==> config.mk <==
export PLATFORM = sky130hd
export DESIGN_NAME = pipe_ctrl
export DESIGN_NICKNAME = d
export VERILOG_FILES = /design/src/rtl/pipe_ctrl_pkg.sv /design/src/rtl/pipe_ctrl_sat_counter.sv /design/src/rtl/pipe_ctrl.sv
export SDC_FILE = /design/constraint.sdc
export NUM_CORES = 1
export LEC_CHECK = 0
export BUFFER_PORTS_ARGS = -buffer_cell sky130_fd_sc_hd__buf_4
export CAP_MARGIN = 20
export CORE_ASPECT_RATIO = 0.6
export CORE_MARGIN = 3
export CORE_UTILIZATION = 50
export CTS_BUF_LIST = sky130_fd_sc_hd__clkbuf_8
export DETAILED_ROUTE_END_ITERATION = 6
export PLACE_DENSITY = 0.82
export SYNTH_ARGS = -nofsm -noshare
export SYNTH_HDL_FRONTEND = slang
export SYNTH_SLANG_ARGS = --single-unit
==> constraint.sdc <==
create_clock -name clk -period 3.35 [get_ports clk]
set_clock_uncertainty 0.1 [all_clocks]
set_input_delay 0.67 -clock clk [delete_from_list [all_inputs] [get_ports clk]]
set_output_delay 0.67 -clock clk [all_outputs]
set_load 0.05 [all_outputs]
==> src/rtl/pipe_ctrl_pkg.sv <==
// rtl/pipe_ctrl_pkg.sv - shared state encoding, counter widths and hazard helpers for pipe_ctrl
package pipe_ctrl_pkg;

    // Run/halt state encoding, kept as plain constants for legacy tools.
    localparam logic [0:0] ST_RUN  = 1'b0;
    localparam logic [0:0] ST_HALT = 1'b1;

    // Counter widths.
    localparam int CYCLE_W = 32;
    localparam int EVENT_W = 16;

    // Register-number width of the MIPS-style register file.
    localparam int REG_W = 5;

    // Pipeline control bundle produced each cycle.
    typedef struct packed {
        logic pc_en;
        logic if_id_en;
        logic if_id_flush;
        logic id_ex_flush;
        logic pipe_en;
    } pipe_ctl_t;

    // Load-use hazard: the load in EX writes a real register that ID reads.
    function automatic logic load_use_hazard(
        input logic             mem_to_reg,
        input logic [REG_W-1:0] wreg,
        input logic             uses_rs,
        input logic [REG_W-1:0] rs,
        input logic             uses_rt,
        input logic [REG_W-1:0] rt
    );
        return mem_to_reg && (wreg != '0) &&
               ((uses_rs && (rs == wreg)) || (uses_rt && (rt == wreg)));
    endfunction

endpackage

==> src/rtl/pipe_ctrl_sat_counter.sv <==
// rtl/pipe_ctrl_sat_counter.sv - saturating event counter with asynchronous active-low reset
module sat_counter #(
    parameter int WIDTH = 16
) (
    input  logic             clk,
    input  logic             rst_n,
    input  logic             inc,
    output logic [WIDTH-1:0] count
);

    // Count up on inc, holding at all-ones instead of wrapping.
    always_ff @(posedge clk or negedge rst_n) begin
        if (!rst_n) begin
            count <= '0;
        end else if (inc && (count != {WIDTH{1'b1}})) begin
            count <= count + {{(WIDTH-1){1'b0}}, 1'b1};
        end
    end

endmodule

==> src/rtl/pipe_ctrl.sv <==
// rtl/pipe_ctrl.sv - pipeline hazard/flow controller with run/halt FSM and event counters
module pipe_ctrl
    import pipe_ctrl_pkg::*;
(
    input  logic               clk,
    input  logic               rst_n,
    input  logic               go,
    input  logic [REG_W-1:0]   id_rs,
    input  logic [REG_W-1:0]   id_rt,
    input  logic               id_uses_rs,
    input  logic               id_uses_rt,
    input  logic               ex_mem_to_reg,
    input  logic [REG_W-1:0]   ex_wreg,
    input  logic               ex_br_taken,
    input  logic               ex_jump,
    input  logic               ex_halt,
    output logic               pc_en,
    output logic               if_id_en,
    output logic               if_id_flush,
    output logic               id_ex_flush,
    output logic               pipe_en,
    output logic               halted,
    output logic [CYCLE_W-1:0] cycle_cnt,
    output logic [EVENT_W-1:0] jump_cnt,
    output logic [EVENT_W-1:0] branch_cnt,
    output logic [EVENT_W-1:0] stall_cnt
);

    logic [0:0] state;
    logic [0:0] state_next;
    logic       go_q;
    logic       go_rise;
    logic       run;
    logic       load_use;
    logic       redirect;
    pipe_ctl_t  ctl;

    assign go_rise  = go & ~go_q;
    assign run      = (state == ST_RUN);
    assign redirect = ex_br_taken | ex_jump;
    assign load_use = load_use_hazard(ex_mem_to_reg, ex_wreg,
                                      id_uses_rs, id_rs, id_uses_rt, id_rt);

    // Previous go level, used only for rising-edge detection.
    always_ff @(posedge clk or negedge rst_n) begin
        if (!rst_n) begin
            go_q <= 1'b0;
        end else begin
            go_q <= go;
        end
    end

    // Next state: halt wins over a coincident go edge; go edge resumes only from HALT.
    always_comb begin
        state_next = state;
        if (state == ST_RUN) begin
            if (ex_halt) begin
                state_next = ST_HALT;
            end
        end else begin
            if (go_rise) begin
                state_next = ST_RUN;
            end
        end
    end

    // State register.
    always_ff @(posedge clk or negedge rst_n) begin
        if (!rst_n) begin
            state <= ST_RUN;
        end else begin
            state <= state_next;
        end
    end

    // Control outputs by priority: HALT state, then halt > redirect > load-use > normal.
    always_comb begin
        ctl = '{pc_en: 1'b1, if_id_en: 1'b1, if_id_flush: 1'b0,
                id_ex_flush: 1'b0, pipe_en: 1'b1};
        if (!run) begin
            ctl.pc_en    = 1'b0;
            ctl.if_id_en = 1'b0;
            ctl.pipe_en  = 1'b0;
        end else if (ex_halt) begin
            // Freeze fetch and drain the syscall out of EX behind a bubble.
            ctl.pc_en       = 1'b0;
            ctl.if_id_en    = 1'b0;
            ctl.id_ex_flush = 1'b1;
        end else if (redirect) begin
            // Wrong-path instructions in IF and ID are squashed; the redirect target loads.
            ctl.if_id_flush = 1'b1;
            ctl.id_ex_flush = 1'b1;
        end else if (load_use) begin
            // Hold IF/ID one cycle so the load result is ready for forwarding.
            ctl.pc_en       = 1'b0;
            ctl.if_id_en    = 1'b0;
            ctl.id_ex_flush = 1'b1;
        end
    end

    assign pc_en       = ctl.pc_en;
    assign if_id_en    = ctl.if_id_en;
    assign if_id_flush = ctl.if_id_flush;
    assign id_ex_flush = ctl.id_ex_flush;
    assign pipe_en     = ctl.pipe_en;
    assign halted      = ~run;

    logic inc_cycle;
    logic inc_jump;
    logic inc_branch;
    logic inc_stall;

    assign inc_cycle  = run;
    assign inc_jump   = run & ex_jump;
    assign inc_branch = run & ex_br_taken;
    assign inc_stall  = run & ~ex_halt & ~redirect & load_use;

    sat_counter #(.WIDTH(CYCLE_W)) u_cycle_cnt (
        .clk   (clk),
        .rst_n (rst_n),
        .inc   (inc_cycle),
        .count (cycle_cnt)
    );

    sat_counter #(.WIDTH(EVENT_W)) u_jump_cnt (
        .clk   (clk),
        .rst_n (rst_n),
        .inc   (inc_jump),
        .count (jump_cnt)
    );

    sat_counter #(.WIDTH(EVENT_W)) u_branch_cnt (
        .clk   (clk),
        .rst_n (rst_n),
        .inc   (inc_branch),
        .count (branch_cnt)
    );

    sat_counter #(.WIDTH(EVENT_W)) u_stall_cnt (
        .clk   (clk),
        .rst_n (rst_n),
        .inc   (inc_stall),
        .count (stall_cnt)
    );

endmodule

Word-level counts from Yosys, hierarchy flattened
Index checks and enable logic that the tools add are counted.
{"block": "totals", "reg_bits": 82, "in_bits": 24, "output_inout_bits": 86, "wordCells": 51}
{"block": "classes", "add_sub_neg": 4, "eq_ne": 6, "mux": 14, "n_bitwise": 11, "reduce_logical": 10}
{"operator": "16-bit by 1-bit adder with 16-bit output, second input constant", "n": 3}
{"operator": "16-bit inequality test, second input constant", "n": 3}
{"operator": "32-bit by 1-bit adder with 32-bit output, second input constant", "n": 1}
{"operator": "32-bit inequality test, second input constant", "n": 1}
{"operator": "5-bit == test", "n": 2}
{"operator": "2-bit 2-to-1 mux", "n": 5}
{"operator": "1-bit 2-to-1 mux", "n": 9}
{"operator": "1-bit logical AND", "n": 8}
{"operator": "1-bit bitwise AND", "n": 6}
{"operator": "5-bit nonzero test", "n": 1}
{"operator": "1-bit inverter", "n": 4}
{"operator": "1-bit logical OR", "n": 1}
{"operator": "1-bit OR", "n": 1}

Logic depth before layout (Yosys ltp)
Gate-level depths: netlist of run 1.
{"block": "depth", "ltp_word": 8, "depth_mapped": 8, "depth_no_buf": 7}

Cells and area by module
A second synthesis of run 1 with hierarchy kept.
{"block": "hier_totals", "cells_unflattened": 399, "hier_area_um2": 4469.3}
{"mod": "sat_counter (u_branch_cnt ...)", "n_inst": 3, "cells_each": 72, "area_per_inst_um2": 859.6, "seq_area_each_um2": 400.4}
{"mod": "sat_counter (u_cycle_cnt)", "n_inst": 1, "cells_each": 151, "area_per_inst_um2": 1624.1, "seq_area_each_um2": 800.8}
{"mod": "pipe_ctrl", "n_inst": 1, "cells_each": 32, "area_per_inst_um2": 266.5, "seq_area_each_um2": 50.0}

Worst setup path after synthesis of run 1
No wires, ideal clock.
{"block": "synth_path", "path_kind": "input to output", "start": "input ex_wreg[1]", "end": "output pc_en", "arrival_ps": 2239, "required_time_ps": 2580, "setup_slack_ps": 341, "stages": 5, "n_path_buf": 1, "path_cell_list": "or4_1 -> o21ai_0 -> nand2b_1 -> o31a_1 -> buf_4"}
{"block": "synth_via", "elab_chain_cells": 8, "word_cells_on_any_way": 12, "classes_between": "eq/ne (2); mux (4); reduce/logical (6)"}
{"element": "start, declared", "line_no": "pipe_ctrl.sv:13", "text": "input logic [REG_W-1:0] ex_wreg,"}
{"element": "5-bit == test", "line_no": "pipe_ctrl_pkg.sv:34", "text": "((uses_rs && (rs == wreg)) || (uses_rt && (rt == wreg)));"}
{"element": "1-bit logical AND", "line_no": "pipe_ctrl_pkg.sv:34"}
{"element": "1-bit logical OR", "line_no": "pipe_ctrl_pkg.sv:34"}
{"element": "1-bit logical AND *", "line_no": "pipe_ctrl_pkg.sv:33", "text": "return mem_to_reg && (wreg != '0) &&"}
{"element": "2-bit 2-to-1 mux *", "line_no": "pipe_ctrl.sv:93", "text": "end else if (load_use) begin"}
{"element": "2-bit 2-to-1 mux *", "line_no": "pipe_ctrl.sv:89", "text": "end else if (redirect) begin"}
{"element": "2-bit 2-to-1 mux *", "line_no": "pipe_ctrl.sv:84", "text": "end else if (ex_halt) begin"}
{"element": "2-bit 2-to-1 mux *", "line_no": "pipe_ctrl.sv:80", "text": "if (!run) begin"}
{"element": "end, declared", "line_no": "pipe_ctrl.sv:17", "text": "output logic pc_en,"}
Mark *: on every way between the ends. The rest lies on a longest branch, timed or not.

Worst setup path in the final report of run 1
Ends and elaborated chain as after synthesis.

==> out/qor.txt, run 1 <==
total core area: 7510 um^2
Vias/cell: 5.38
fin crit share: 84.0%
global-route wire length before repair: 15000 um
Largest stage delay, worst path: 510 ps
outcome: complete, no violations
final instance area: 5120 um^2
area grow syn2layout: 28.3%
Num CTS Buffers: 9
WP data arrival: 2040 ps
syn_nets: 394
delay-heaviest family, CP: simple AND/OR/NAND/NOR gates
CTS Root Cell: clkbuf_8
routed length per instance: 15.6 um
leading cell type in the layout, fill and taps excluded: buf_4
synthesized area per cell: 10.9 um^2
Worst setup EP type: primary output
area of the mapped netlist: 3990 um^2
Cell Area, Placed: 4910 um^2
most frequent cells in the layout: buf_4, dfrtp_1, xnor2_1
clk_lat worst skew: 360 ps
Max Buffers Root-to-Sink: 2
Setup CP Type: input port to primary output
TritonCTS clock tree: done
max-slew violations: 0
Cell Count Post-Placement: 574
GP Congestion: 0.850
Final nets: 510
CP most frequent cell: buf_4
Worst-Margin Slew: 719 ps
Cell Rows: 24
fmax: 0.355 GHz
wirelength, routed: 9200 um
H-tree Lvls: 3
worst r2r src: halted
number of I/O pins: 110
Iteration-0 DRC Markers: 236
total grt overflow: 0
slack of the worst reg-to-reg path: 1020 ps
max cap viols: 0
HP Class: input port to asynchronous set/reset pin
CP startpoint: ex_wreg[1]
min Tclk post-route: 2810 ps
antenna diode count: 0
die area: 9130 um^2
Slew Limit Headroom: 52.0%
share of layout cells above drive strength 1: 28.8%
Yosys cell types: 44
Seq cells post-synth: 82
via count: 3173
Starting Density: 53.2%
startpoint type of the worst setup path: input port
hold_ws: 76.1 ps
Final Setup Violations: 0
postcts setup bufs: 0
input/output buffers: 109
clock slew at reported path FFs: 80 ps
initial antenna violation count: 0
Total Routing Usage GR: 21.2%
Reg2Reg Depth: 6
CP bufs+invs: 2
Power Dens Cells: 525 nW/um^2
Pleak: 2.47 nW
Hold Buf Count CTS: 0
pre-CTS setup slack: 548 ps
Seq/Total Area, Yosys: 51.4%
DPL Wire Length: 6920 um
Worst R2R End: u_stall_cnt.count[9]
IR Drop Worst-Case VDD: 0.399 mV
Synth warnings: 0
synthesized instance count: 366
Routed Antenna Nets: 0
Finished Layout Cells: 590
cell at the slowest stage of the critical path: or4_1
fin worst setup slack: 536 ps
Tot Pwr: 2.69 mW
fin util: 68.3%
CTS sink cnt: 82
worst-path maximum fanout: 3
Die H: 75.2 um
die width: 121 um
largest net degree at the start of global routing: 83
Resize count post-CTS: 0
Critical Path RT: 2580 ps
vias in the first global route: 3079
RSZ-0062 raised after global routing: false
setup tns final: 0 ps
DR pass1 iterations: 5
cell chain of the critical path: buf_4 > or4_1 > o21ai_0 > nand2b_1 > o31a_1 > buf_4
Post-route DRC: 0
Fin. Hold Viols: 0
==> where the power goes <==
group,leakage (nW),internal [mW],total (mW),switching [mW]
combinational,1.28,0.252,0.780,0.529
sequential,1.10,1.08,1.23,0.143
clock,0.0963,0.336,0.681,0.345
==> cell usage after synthesis <==
cell type | number | area, um^2
or2_2 | 1 | 6.26
o2111ai_1 | 1 | 8.76
or4_1 | 3 | 22.5
xnor2_1 | 55 | 482
nor2_1 | 26 | 97.6
inv_1 | 7 | 26.3
and3b_4 | 1 | 12.5
and4b_1 | 1 | 10.0
buf_2 | 1 | 5.00
and2_1 | 3 | 18.8
clkbuf_1 | 1 | 3.75
buf_4 | 2 | 15.0
nor2b_1 | 3 | 18.8
nor3_1 | 11 | 55.1
dfrtp_1 | 82 | 2050
nor4_1 | 6 | 37.5
a211oi_1 | 1 | 7.51
and4_1 | 4 | 35.0
nand4b_1 | 1 | 8.76
mux2_2 | 5 | 56.3
a41oi_1 | 1 | 8.76
nand2_1 | 31 | 116
nand3_1 | 29 | 145
or4_4 | 1 | 11.3
ha_1 | 4 | 50.1
nand4_4 | 2 | 42.5
o21a_1 | 1 | 7.51
o22ai_1 | 1 | 6.26
nor3_2 | 1 | 10.0
nor3_4 | 1 | 16.3
nor4_2 | 1 | 12.5
nand3_2 | 1 | 10.0
clkbuf_2 | 1 | 5.00
a31oi_1 | 1 | 6.26
and3_1 | 10 | 62.6
nand3b_1 | 2 | 15.0
o21ai_0 | 1 | 5.00
xor2_1 | 27 | 236
or3_1 | 2 | 12.5
a21oi_1 | 3 | 15.0
nand2b_1 | 2 | 12.5
nand4_1 | 25 | 156
nor4_4 | 2 | 42.5
o31a_1 | 1 | 8.76
==> area by class of cell <==
cell class / instances / area, um^2
tap: 104 / 130
fill: 605 / 2380
multi-input combinational: 272 / 1890
sequential: 82 / 2050
timing repair buffer: 110 / 846
inverter: 7 / 26.3
clock buffer: 9 / 124
clock inverter: 6 / 60.1
==> flip-flops by register name (all words and copies together) (netlist names) <==
register            cells
go_q                    1
u_branch_cnt.count     16
u_jump_cnt.count       16
u_cycle_cnt.count      32
halted                  1
u_stall_cnt.count      16
==> how the worst max path moves through the flow <==
stage               endpoint  depth (start not counted)
finish                 pc_en                          6
global route           pc_en                          6
CTS                    pc_en                          6
detailed placement     pc_en                          6
global placement       pc_en                          6
floorplan              pc_en                          5
==> kinds of logic (layout without fill, tap and decap cells) <==
group | after synthesis | after routing | synth area share, %
flops | 82 | 82 | 51.4
xor+xnor | 82 | 82 | 18.0
simple gates | 170 | 170 | 24.7
fa+ha+maj | 4 | 4 | 1.25
mux | 5 | 5 | 1.41
compound gates | 11 | 11 | 1.85
buf+inv | 12 | 132 | 1.38
==> layer usage <==
metal / up-vias / global-route usage, % / part of all wire [%]
li1: 1521 / - / -
met3: 11 / 5.93 / 6.6
met2: 102 / 31.9 / 44
met4: 0 / 7.70 / 1.5
met1: 1539 / 29.8 / 47
met5: - / 0 / 0
Power figures use the tool's default switching activity.
==> run 2, diff against run 1 <==
==> constraint.sdc (replaced) <==
create_clock -name clk -period 2.9 [get_ports clk]
set_clock_uncertainty 0.1 [all_clocks]
set_input_delay 0.58 -clock clk [delete_from_list [all_inputs] [get_ports clk]]
set_output_delay 0.58 -clock clk [all_outputs]
set_load 0.05 [all_outputs]
==> run 2 against run 1 <==
  * Non-clock buffer count increased by 4
  * First-iteration DRC count grew 2.1%
  * Die area stayed put
  * Sequential power is 15% higher
  * Power is 19% higher
  * Worst setup slack worse by 300 ps
  * Combinational power is 16% higher
  * Sequential share of layout area fell by 0.43 points
  * Via count decreased by 0.57%
  * Clock power up 28%
  * Cell area rose by 1.1%
  * Wire length shrank 1.5%
==> out/qor.txt, run 2 (synthesis results as in run 1) <==
total grt overflow: 0
total core area: 7510 um^2
area grow syn2layout: 29.7%
Worst setup EP type: primary output
CP startpoint: ex_wreg[1]
DPL Wire Length: 6950 um
Comb pwr share: 28.4%
Max Buffers Root-to-Sink: 2
min Tclk post-route: 2660 ps
input/output buffers: 109
Total Routing Usage GR: 20.4%
Worst R2R End: u_cycle_cnt.count[11]
number of I/O pins: 110
Routed Antenna Nets: 0
Biggest register: u_cycle_cnt.count
fin util: 69.0%
pre-CTS setup slack: 257 ps
Resize count post-CTS: 0
antenna diode count: 0
delay-heaviest family, CP: simple AND/OR/NAND/NOR gates
die area: 9130 um^2
worst r2r src: u_cycle_cnt.count[19]
cell at the slowest stage of the critical path: or4_1
HP Class: input port to register
wirelength, routed: 9060 um
fin crit share: 91.7%
via count: 3155
CP most frequent cell: buf_4
CTS sink cnt: 82
largest net degree at the start of global routing: 83
die width: 121 um
worst-path maximum fanout: 3
Flop pwr share: 44.3%
Cell Count Post-Placement: 577
Final Setup Violations: 0
Vias/cell: 5.32
Int Power: 2.04 mW
vias in the first global route: 2955
WP data arrival: 1980 ps
Die H: 75.2 um
global-route wire length before repair: 14500 um
IR Drop Worst-Case VDD: 0.393 mV
Power Dens Cells: 616 nW/um^2
Finished Layout Cells: 593
clk_lat worst skew: 340 ps
DR pass1 iterations: 4
share of layout cells above drive strength 1: 29.0%
startpoint type of the worst setup path: input port
Reg2Reg Depth: 6
GP Congestion: 0.839
CP Depth: 6
CP bufs+invs: 2
routed length per instance: 15.3 um
Final nets: 514
Fin. Hold Viols: 0
initial antenna violation count: 0
cell chain of the critical path: buf_4 > or4_1 > o21ai_0 > nand2b_1 > o31a_1 > buf_4
max-slew violations: 0
most frequent cells in the layout: buf_4, dfrtp_1, xnor2_1
H-tree Lvls: 3
fillers: 575
clock slew at reported path FFs: 70 ps
Pleak: 2.51 nW
CTS Root Cell: clkbuf_8
slack of the worst reg-to-reg path: 780 ps
postcts setup bufs: 0
Sw Ratio: 36.0%
Cell Rows: 24
Num CTS Buffers: 9
Worst-Margin Slew: 445 ps
Largest stage delay, worst path: 520 ps
Slew Limit Headroom: 70.1%
RSZ-0062 raised after global routing: false
fmax: 0.376 GHz
leading cell type in the layout, fill and taps excluded: buf_4
switching pwr: 1.15 mW
hold_sp: go
Tot Pwr: 3.19 mW
Post-route DRC: 0
Starting Density: 53.2%
Iteration-0 DRC Markers: 241
Critical Path RT: 2220 ps
TritonCTS clock tree: done
outcome: complete, no violations
max cap viols: 0
setup tns final: 0 ps
Clock Power Share: 27.3%
Setup CP Type: input port to primary output
fin worst setup slack: 240 ps
max FFs per register: 32
termination of the worst setup path: pc_en
## run 2: cell types whose count changed in the layout (fill, tap and decap cells not counted), sizes merged
cell / change
bufinv: +1
clkinv: -2
clkbuf: +1
buf: +3
dlygate4sd3: +1
clkinvlp: -1
## run 2: worst min path at each step
| stage | cells after the start | endpoint |
|---|---|---|
| after global placement | 1 | u_stall_cnt.count[7] |
| after floorplan | 0 | go_q |
| after global routing | 1 | go_q |
| after detailed placement | 1 | u_jump_cnt.count[12] |
| final | 1 | go_q |
| after CTS | 1 | go_q |
## run 2: routing by layer
layer	part of all wire (%)	global-route usage [%]
met5	0	0
met4	1.0	6.09
met3	6.3	5.56
met2	45	32.4
met1	48	28.1
## run 2: final cells by class
cell class | count | area (um^2) | share of cell area, %
clock inverters | 4 | 68.8 | 1.33
well taps | 104 | 130 | 2.51
clock buffers | 10 | 138 | 2.66
flip-flops and latches | 82 | 2050 | 39.6
repair buffers | 114 | 878 | 17.0
inverters | 7 | 26.3 | 0.507
multi-input cells | 272 | 1890 | 36.4
## run 2: power groups by stage
stage	registers [mW]	clock network (mW)	logic (mW)
global route	1.43	0.944	0.958
floorplan	1.78	0	0.227
finish	1.41	0.871	0.905
CTS	1.41	0.896	0.911
global placement	1.42	0	0.894
detailed placement	1.43	0	0.910
## run 2: timing repair
action / 4_1_cts / 5_1_grt
hold buffers: 0 / 1
endpoints found under the setup margin: 0 / 0
hold endpoints to repair: 0 / 7
## run 2: worst register-to-register path: cells and delay by family (launching register included)
kind	cells	cell delay (ps)
flops	1	520
xor+xnor	1	140
simple gates	5	1260
## run 2: stage by stage
step	hold slack, ps	cell area, um^2
final	252	5180
after global routing	231	5180
after CTS	231	5140
after detailed placement	395	4940
after global placement	377	4940
after floorplan	184	3990
==> run 3, diff against run 2 <==
--- a/config.mk
+++ b/config.mk
@@ -10,7 +10,7 @@
 export CORE_ASPECT_RATIO = 0.6
 export CORE_MARGIN = 3
 export CORE_UTILIZATION = 50
-export CTS_BUF_LIST = sky130_fd_sc_hd__clkbuf_8
+export CTS_CLUSTER_DIAMETER = 60
 export DETAILED_ROUTE_END_ITERATION = 6
 export PLACE_DENSITY = 0.82
 export SYNTH_ARGS = -nofsm -noshare
==> run 3 against run 2 <==
  * Power increased by 10%
  * Non-clock buffer count unchanged
  * Sequential power about the same
  * Cell area increased by 2.0%
  * Count of clock-buffer cells in the layout increased by 1
  * Global-route usage increased by 0.68 points
  * Utilization increased by 1.4 points
  * Largest power group unchanged
  * Final cell count unchanged
  * Worst hold slack improved by 11 ps
  * Via count increased by 0.63%
  * Critical path depth unchanged
==> out/qor.txt, run 3 (synthesis results as in run 1) <==
Slew Limit Headroom: 69.6%
fin crit share: 91.9%
max FFs per register: 32
startpoint type of the worst setup path: input port
Max Buffers Root-to-Sink: 2
Iteration-0 DRC Markers: 233
via count: 3175
input/output buffers: 109
CP most frequent cell: buf_4
Worst setup EP type: primary output
IR Drop Worst-Case VDD: 0.432 mV
most frequent cells in the layout: buf_4, dfrtp_1, xnor2_1
Cell Rows: 24
cell at the slowest stage of the critical path: or4_1
RSZ-0062 raised after global routing: false
Largest stage delay, worst path: 520 ps
CTS sink cnt: 82
clk_lat worst skew: 330 ps
Tot Pwr: 3.51 mW
Post-route DRC: 0
outcome: complete, no violations
H-tree Lvls: 3
clock slew at reported path FFs: 50 ps
Vias/cell: 5.35
Biggest register: u_cycle_cnt.count
routed length per instance: 15.5 um
worst hold stages: 1
Worst-Margin Slew: 452 ps
fillers: 558
die area: 9130 um^2
DR pass1 iterations: 4
TritonCTS clock tree: done
setup tns final: 0 ps
largest net degree at the start of global routing: 83
cell chain of the critical path: buf_4 > or4_1 > o21ai_0 > nand2b_1 > o31a_1 > buf_4
GP Congestion: 0.839
Die H: 75.2 um
Final nets: 514
total grt overflow: 0
Num CTS Buffers: 9
vias in the first global route: 2975
wirelength, routed: 9210 um
Fin. Hold Viols: 0
die width: 121 um
Finished Layout Cells: 593
Critical Path RT: 2220 ps
area grow syn2layout: 32.2%
DPL Wire Length: 6950 um
CTS Root Cell: clkbuf_16
global-route wire length before repair: 14800 um
Total Routing Usage GR: 21.1%
share of layout cells above drive strength 1: 29.0%
max-slew violations: 0
number of I/O pins: 110
Resize count post-CTS: 0
Setup CP Type: input port to primary output
max cap viols: 0
fmax: 0.375 GHz
initial antenna violation count: 0
Cell Count Post-Placement: 577
Power Dens Cells: 665 nW/um^2
worst-path maximum fanout: 3
Final Setup Violations: 0
Reg2Reg Depth: 6
HP Class: input port to register
Routed Antenna Nets: 0
min Tclk post-route: 2660 ps
total core area: 7510 um^2
antenna diode count: 0
leading cell type in the layout, fill and taps excluded: buf_4
Starting Density: 53.2%
WP data arrival: 1980 ps
Pleak: 2.55 nW
-- run 3: cell types whose count changed in the layout (fill, tap and decap cells not counted), sizes merged --
cell / delta
clkbuf: +1
inv: -1
-- run 3: metrics by stage --
stage	hold WS [ps]	area (um^2)	setup slack [ps]	util, %
finish	264	5280	236	70.4
global route	254	5280	125	70.4
CTS	250	5240	249	69.9
detailed placement	395	4940	257	65.8
global placement	377	4940	278	65.8
floorplan	184	3990	70.7	-
-- run 3: power by group --
| group | total, mW | switching [mW] | internal, mW |
|---|---|---|---|
| combinational | 0.913 | 0.617 | 0.296 |
| sequential | 1.42 | 0.160 | 1.26 |
| clock | 1.18 | 0.416 | 0.766 |
| total | 3.51 | 1.19 | 2.32 |
-- run 3: worst paths after layout --
kind	startpoint	end	slack (ps)
max	ex_wreg[1]	pc_en	240
min	go	go_q	260
max reg2reg	u_cycle_cnt.count[19]	u_cycle_cnt.count[11]	790
min reg2reg	u_jump_cnt.count[12]	u_jump_cnt.count[12]	400
max in group asynchronous	rst_n	u_cycle_cnt.count[26]	1620
min in group asynchronous	rst_n	u_jump_cnt.count[13]	510
-- run 3: what timing repair did --
item | in CTS | in global routing
setup endpoints to repair | 0 | 0
setup buffers | 0 | 0
hold buffers | 0 | 1
endpoints found under the hold margin | 0 | 7
-- run 3: layout make-up --
type | count | area (um^2) | share of cell area (%)
inverter | 7 | 26.3 | 0.498
timing repair buffer | 114 | 878 | 16.6
clock inverter | 3 | 65.1 | 1.23
clock buffer | 11 | 243 | 4.60
multi-input combinational | 272 | 1890 | 35.7
sequential | 82 | 2050 | 38.9
tap | 104 | 130 | 2.46
-- run 3: critical path, delay by kind of cell --
kind	cells	cell delay, ps
AOI/OAI and AO/OA	2	380
buffers and inverters	2	350
and+or+nand+nor	2	680
-- run 3: per-layer routing --
metal	track usage, %	wire [um]
met1	28.5	4190
met2	33.0	4200
met3	6.38	706
met4	7.33	116
met5	0	0
